--- config.mk ---
export PLATFORM = sky130hd
export DESIGN_NAME = fetch_unit
export DESIGN_NICKNAME = d
export VERILOG_FILES = /design/src/rtl/mips_pkg.sv /design/src/rtl/if_id_reg.sv /design/src/rtl/fetch_unit.sv
export SDC_FILE = /design/constraint.sdc
export NUM_CORES = 1
export LEC_CHECK = 0
export BUFFER_PORTS_ARGS = -buffer_cell sky130_fd_sc_hd__buf_2
export CAP_MARGIN = 20
export CORE_ASPECT_RATIO = 0.7
export CORE_MARGIN = 2
export CORE_UTILIZATION = 43
export DETAILED_ROUTE_END_ITERATION = 10
export PLACE_DENSITY = 0.71
export REMOVE_ABC_BUFFERS = 1
export SYNTH_ARGS = -nofsm -noshare
export SYNTH_HDL_FRONTEND = slang
export SYNTH_SLANG_ARGS = --single-unit
--- constraint.sdc ---
create_clock -name clk -period 2.55 [get_ports clk]
set_clock_uncertainty 0.05 [all_clocks]
set_input_delay 0.765 -clock clk [delete_from_list [all_inputs] [get_ports clk]]
set_output_delay 0.765 -clock clk [all_outputs]
set_load 0.01 [all_outputs]
--- src/rtl/mips_pkg.sv ---
// rtl/mips_pkg.sv - shared MIPS pipeline types: fetch FSM states, NOP encoding, IF/ID record
package mips_pkg;

   typedef enum logic [1:0] {
      BOOT = 2'd0,
      RUN  = 2'd1,
      HALT = 2'd2
   } fetch_state_t;

   localparam logic [31:0] MIPS_NOP = 32'h0000_0000;

   typedef struct packed {
      logic [31:0] instr;
      logic [31:0] pc4;
      logic        valid;
   } if_id_t;

   localparam if_id_t IF_ID_BUBBLE = '{instr: MIPS_NOP, pc4: 32'h0, valid: 1'b0};

   function automatic logic [31:0] sat_inc(input logic [31:0] v);
      return (v == 32'hFFFF_FFFF) ? v : v + 32'd1;
   endfunction

endpackage

--- src/rtl/if_id_reg.sv ---
// rtl/if_id_reg.sv - IF/ID pipeline register with hold and flush
module if_id_reg
   import mips_pkg::*;
(
   input  logic   clk,
   input  logic   reset,
   input  logic   hold,
   input  logic   flush,
   input  if_id_t d,
   output if_id_t q
);

   // flush wins over hold so a redirect during a stall still kills the wrong-path word
   always_ff @(posedge clk) begin
      if (reset) begin
         q <= IF_ID_BUBBLE;
      end else if (flush) begin
         q <= IF_ID_BUBBLE;
      end else if (!hold) begin
         q <= d;
      end
   end

endmodule

--- src/rtl/fetch_unit.sv ---
// rtl/fetch_unit.sv - MIPS fetch stage: PC register, BOOT/RUN/HALT FSM, next-PC mux, IF/ID
// Optional FETCH_PERF_EN adds saturating fetched/stall/flush counters.
module fetch_unit
   import mips_pkg::*;
#(
   parameter logic [31:0] RESET_PC = 32'h0000_0000,
   parameter logic [31:0] PC_STEP  = 32'd4
)(
   input  logic        clk,
   input  logic        reset,
   output logic [31:0] imem_pc,
   input  logic [31:0] imem_instr,
   input  logic        stall,
   input  logic        redirect,
   input  logic [31:0] redirect_pc,
   input  logic        halt_req,
   output logic [31:0] if_id_instr,
   output logic [31:0] if_id_pc4,
   output logic        if_id_valid,
   output logic        halted
`ifdef FETCH_PERF_EN
   ,
   output logic [31:0] perf_fetched,
   output logic [31:0] perf_stalls,
   output logic [31:0] perf_flushes
`endif
);

   fetch_state_t state, state_next;
   logic [31:0]  pc_q, pc_next, pc_plus;
   logic         ifid_hold, ifid_flush;
   if_id_t       ifid_d, ifid_q;

   assign pc_plus = pc_q + PC_STEP;

   always_ff @(posedge clk) begin
      if (reset) begin
         state <= BOOT;
      end else begin
         state <= state_next;
      end
   end

   always_comb begin
      state_next = state;
      case (state)
         BOOT:    state_next = RUN;
         RUN:     state_next = halt_req ? HALT : RUN;
         HALT:    state_next = HALT;
         default: state_next = BOOT;
      endcase
   end

   // Priority inside RUN: halt_req > redirect > stall > normal advance
   always_comb begin
      pc_next    = pc_q;
      ifid_hold  = 1'b0;
      ifid_flush = 1'b1;
      halted     = 1'b0;
      case (state)
         RUN: begin
            if (halt_req) begin
               ifid_flush = 1'b1;
            end else if (redirect) begin
               pc_next    = redirect_pc & 32'hFFFF_FFFC;
               ifid_flush = 1'b1;
            end else if (stall) begin
               ifid_flush = 1'b0;
               ifid_hold  = 1'b1;
            end else begin
               pc_next    = pc_plus;
               ifid_flush = 1'b0;
            end
         end
         HALT:    halted = 1'b1;
         default: ifid_flush = 1'b1;
      endcase
   end

   always_ff @(posedge clk) begin
      if (reset) begin
         pc_q <= RESET_PC;
      end else begin
         pc_q <= pc_next;
      end
   end

   assign imem_pc = pc_q;

   assign ifid_d = '{instr: imem_instr, pc4: pc_plus, valid: 1'b1};

   if_id_reg u_if_id_reg (
      .clk   (clk),
      .reset (reset),
      .hold  (ifid_hold),
      .flush (ifid_flush),
      .d     (ifid_d),
      .q     (ifid_q)
   );

   assign if_id_instr = ifid_q.instr;
   assign if_id_pc4   = ifid_q.pc4;
   assign if_id_valid = ifid_q.valid;

`ifdef FETCH_PERF_EN
   logic in_run, ev_fetch, ev_stall, ev_flush;

   assign in_run   = (state == RUN) && !halt_req;
   assign ev_flush = in_run && redirect;
   assign ev_stall = in_run && !redirect && stall;
   assign ev_fetch = in_run && !redirect && !stall;

   always_ff @(posedge clk) begin
      if (reset) begin
         perf_fetched <= 32'h0;
         perf_stalls  <= 32'h0;
         perf_flushes <= 32'h0;
      end else begin
         if (ev_fetch) perf_fetched <= sat_inc(perf_fetched);
         if (ev_stall) perf_stalls  <= sat_inc(perf_stalls);
         if (ev_flush) perf_flushes <= sat_inc(perf_flushes);
      end
   end
`endif

endmodule

# Yosys cells after proc, flatten, opt, wreduce, memory -nomap -nowiden
# Index checks and enable logic that the tools add are counted.
[totals]
reg_bits = 99
input_bits = 69
[op_classes]
n_mux = 12
n_reduce_logical = 3
bitwise = 1
n_eq_ne = 3
n_addsub = 1
[op_table]
columns = ["operator", "count"]
rows = [
  ["32-bit two-way mux", 2],
  ["32-bit by 3-bit adder with 32-bit output (second input constant)", 1],
  ["1-bit two-way mux", 8],
  ["2-bit case mux with 3 select lines", 1],
  ["3-bit AND reduction", 1],
  ["2-bit by 1-bit equality test with 1-bit output (second input constant)", 1],
  ["2-bit equality test (second input constant)", 1],
  ["2-bit logical NOT", 1],
  ["2-bit two-way mux", 1],
  ["2-bit by 1-bit inequality test with 1-bit output (second input constant)", 1],
  ["2-bit OR reduction", 1],
  ["1-bit NOT", 1],
]

# Depth between registers and ports, before layout
[logic_depth]
ltp_word = 4
ltp_mapped = 8
depth_no_buf = 6

# By module
# From an unflattened synthesis, not the netlist that was laid out.
[hier_totals]
cells_unflattened = 534
hier_area_um2 = 4743.3
[modules_own_cells]
columns = ["mod", "area_per_inst_um2", "cells_each", "n_inst"]
rows = [
  ["fetch_unit", 2404.8, 324, 1],
  ["if_id_reg", 2338.5, 210, 1],
]

# Least setup slack after synthesis
# OpenSTA, ideal clock, no wires.
[synth_timing]
kind = "input port to flip-flop"
start = "input halt_req"
end = "register pc_q[13] (netlist: imem_pc[13])"
arrival_time_ps = 2222
setup_time_ps = 128
n_path_buf = 2
stages = 7
setup_slack_ps = 151
cell_sequence = "nor3b_1 > and2_1 > clkbuf_1 > clkbuf_1 > o21ai_0 > a22oi_1 > nor2_1"
[synth_between]
elab_chain_len = 2
[synth_rtl]
columns = ["item", "line", "text"]
rows = [
  ["start: declaration", "fetch_unit.sv:16", "input logic halt_req,"],
  ["1-bit NOT (no source line)", "-", ""],
  ["3-bit AND reduction (no source line)", "-", ""],
  ["end signal: assignment", "fetch_unit.sv:84", "pc_q <= pc_next;"],
  ["end: declaration", "fetch_unit.sv:30", "logic [31:0] pc_q, pc_next, pc_plus;"],
]
# Every way passes these cells.
# A chain may end at the register's enable or synchronous reset.

# Final worst setup path
[layout_timing]
start = "register pc_q[12] (netlist: imem_pc[12])"
end = "register pc_q[23] (netlist: imem_pc[23])"
[layout_between]
elab_chain_len = 3
[layout_rtl]
columns = ["item", "line", "text"]
rows = [
  ["32-bit by 3-bit adder with 32-bit output", "fetch_unit.sv:34", "assign pc_plus = pc_q + PC_STEP;"],
  ["32-bit two-way mux", "fetch_unit.sv:67", "end else if (stall) begin"],
  ["32-bit two-way mux", "fetch_unit.sv:64", "end else if (redirect) begin"],
]
# Every way passes these cells. The select of a mux whose other input is x is not followed.

==> flow_summary.json <==
{
  "status": "complete, no violations",
  "first_iter_violations": 297,
  "row_count": 31,
  "syn_to_final_growth_pct": 28.3,
  "reg2reg_from": "imem_pc[12]$_SDFFE_PP0P_",
  "critPathMaxFanout": 10,
  "worstHoldPathCells": 2,
  "drv_slew": 0,
  "design.die.area_sq_um": 11300,
  "r2r-end": "imem_pc[23]$_SDFFE_PP0P_",
  "synth_edf_count": 0,
  "setup_violations": 0,
  "cts_buffers": 9,
  "dp.cells": 834,
  "worstPathRequired_ps": 2730,
  "synth_area_leaders": "dfxtp_1 42%, nand2_1 8.3%, a21oi_1 7.5%",
  "post-cts-setup-buffer-count": 0,
  "start_util_pct": 43.8,
  "place.gp.congestion": 0.872,
  "dr.pass1.iters": 5,
  "clock_latency_ps": 340,
  "grt_start_max_net_pins": 62,
  "clk_pin_slew_ps": 70,
  "ys_seq_area_share_pct": 42.4,
  "async_flop_share_pct": 0,
  "crit_arrival_ps": 2470,
  "syn_area_sq_um": 4480,
  "p_switching_mw": 0.798,
  "crit_slowest_cell": "or4_4",
  "cts_tree": "done",
  "ys_types": 49,
  "postRouteAntennaNets": 0,
  "ys.flop_type": "dfxtp_1",
  "worstHoldStart": "u_if_id_reg.q[34]$_SDFFE_PP0N_",
  "ys_seq_elements": 95,
  "vdd_drop_max_mv": 0.394,
  "intPower_mw": 2.42,
  "grt-ovfl-total": 0,
  "grt_pass1_vias": 3972,
  "io_pins": 167,
  "fin_crit_ps": 2290,
  "max_freq_mhz": 436,
  "grt_util_all_layers_pct": 21.5,
  "seqPwrFrac_pct": 48.6,
  "routed_wl_um": 13000,
  "period_share_pct": 89.9,
  "cp-start-kind": "register",
  "slew-limit-headroom_pct": 61.5,
  "coreArea_sq_um": 10200,
  "wire_per_inst_um": 15.3,
  "maxCapViolCount": 0,
  "grt_pass1_wl_um": 19600,
  "cpPeakStageDelay_ps": 650,
  "clkPwrFrac_pct": 41.3,
  "diodes": 0,
  "die_y_um": 89.4,
  "r2r_slack_ps": 260,
  "clockBufferDepth": 2,
  "worstMarginPinSlew_ps": 578,
  "hold_path.class": "reg -> reg",
  "pwr_density_cell_nw_per_um2": 559,
  "cts-root-buf": "clkbuf_16",
  "critPathKind": "reg -> reg",
  "hpwl_um": 9390,
  "syn_avg_cell_area_sq_um": 7.86,
  "switching_share_pct": 24.8,
  "portBuffers": 160,
  "ctsResizeCount": 0,
  "crit_chain": "nand4_2, or4_4, nor3_1, mux2i_1, o22ai_1",
  "die_width_um": 126,
  "num-nets-final": 783,
  "layout.cells.non_filler": 849,
  "drive_gt1_share_pct": 29.0,
  "hold_end": "u_if_id_reg.q[34]$_SDFFE_PP0N_",
  "postCtsHoldBufs": 0,
  "hold_violations": 0,
  "syn_inst": 570,
  "vias_per_cell": 5.38,
  "clock_sink_count": 95,
  "antenna_found_initial": 0,
  "vias": 4569,
  "leakage_nw": 2.47,
  "combPwrFrac_pct": 10.0,
  "synth_top_area_share_pct": 42.4,
  "yosysTopAreaCell": "dfxtp_1",
  "rsz0062_at_grt": "false",
  "htreeDepth": 3,
  "worstSetupEndpointType": "register",
  "r2r_cells": 5,
  "placed_cell_area_sq_um": 5460,
  "synth_warnings": 0,
  "drcViolationCount": 0,
  "final_cell_area_sq_um": 5750
}
logic make-up after synthesis:
logic type	synth area share (%)
AO/OA/AOI/OAI	22.1
XOR/XNOR	5.47
adder cells (fa/ha/maj)	0.279
buffers and inverters	5.42
flip-flops	42.4
multiplexers	1.34
other	0.0837
AND/OR/NAND/NOR	22.9
power groups by stage:
stage / Sequential (mW) / Combinational, mW / Clock (mW)
6_report: 1.56 / 0.322 / 1.33
5_1_grt: 1.57 / 0.355 / 1.41
4_1_cts: 1.56 / 0.323 / 1.34
3_5_place_dp: 1.60 / 0.321 / 0
3_3_place_gp: 1.59 / 0.315 / 0
2_1_floorplan: 1.60 / 0.136 / 0
cells in the mapped netlist (2+ instances only):
cell	count
nand2_1	99
a21oi_1	67
o41ai_1	3
clkbuf_1	46
a22oi_1	4
nor4_1	7
nand3_1	14
and4_1	4
nor2_1	41
o21ai_0	41
o22ai_1	4
and2_1	2
a32oi_1	2
a32o_1	8
and3_1	8
buf_4	5
nand3b_1	2
buf_2	2
xnor2_1	23
a22o_1	6
xor2_1	5
nor2b_1	4
a211oi_1	13
nand4_1	8
mux2i_1	6
nor3_1	11
a31oi_1	8
nand2b_1	4
nor3b_1	3
o31ai_1	5
or3b_2	3
dfxtp_1	95
state kept, by name, indices dropped and copies added (netlist names):
register and count:
state 2, u_if_id_reg.q 63, imem_pc 30
worst max path at each step:
stage | startpoint | to | slack [ps] | cells past startpoint
after floorplan | halt_req | u_if_id_reg.q[13]$_SDFFE_PP0N_ | -1590 | 4
after global placement | halt_req | imem_pc[31]$_SDFFE_PP0P_ | 300 | 8
after detailed placement | halt_req | imem_pc[31]$_SDFFE_PP0P_ | 260 | 8
after CTS | imem_pc[12]$_SDFFE_PP0P_ | imem_pc[23]$_SDFFE_PP0P_ | 260 | 5
after global routing | imem_pc[2]$_SDFFE_PP0P_ | imem_pc[30]$_SDFFE_PP0P_ | 90 | 8
final | imem_pc[12]$_SDFFE_PP0P_ | imem_pc[23]$_SDFFE_PP0P_ | 260 | 5
area by class of cell:
cell class / instances / area (sq um)
multi-input cells: 421 / 2350
well taps: 132 / 165
clock buffers: 10 / 229
flip-flops and latches: 95 / 1900
fillers: 990 / 4490
inverters: 2 / 7.51
repair buffers: 184 / 1030
clock inverters: 5 / 60.1
placed cells by master (no fill, tap or decap), types with 2 or more instances in the layout:
master and n:
buf_12 4, o21ai_0 41, and3_1 8, nand3_1 14, a22o_1 6, nor3_1 11, conb_1 4, nand2b_1 4
xnor2_1 23, o31ai_1 5, a32o_1 8, a211oi_1 13, a32oi_1 2, o22ai_1 4, nand2_1 98, nand4_1 8
nor2_1 41, or3b_2 3, a31oi_1 8, clkbuf_16 9, nor4_1 7, nand3b_1 2, buf_2 160, buf_4 20
xor2_1 5, o41ai_1 3, and4_1 4, a21oi_1 67, nor2b_1 4, nor3b_1 2, clkinvlp_4 4, a22oi_1 4
mux2i_1 6, and2_1 2, dfxtp_1 95
critical path: cells and delay by family (launching register included):
| kind | cells | cell delay (ps) |
|---|---|---|
| AOI/OAI and AO/OA | 1 | 100 |
| and+or+nand+nor | 3 | 1300 |
| muxes | 1 | 250 |
| DFF | 1 | 480 |
stage by stage:
step                total power [mW]  TNS (ps)  util [%]  setup WS, ps  hold slack (ps)
global placement                1.91         0      53.3           302              385
detailed placement              1.92         0      53.3           261              392
CTS                             3.23         0      56.1           259              399
finish                          3.21         0      56.1           257              399
global route                    3.33         0      56.1          92.9              425
floorplan                       1.74    -95160         -         -1590              377
metal layers:
layer / GRT usage, % / part of all wire [%] / vias to the layer above
met5: 0 / 0 / -
met4: 5.79 / 1.6 / 0
met1: 29.5 / 46 / 2135
li1: - / - / 2281
met3: 4.91 / 5.7 / 18
met2: 34.4 / 46 / 135
Power figures use the tool's default switching activity.
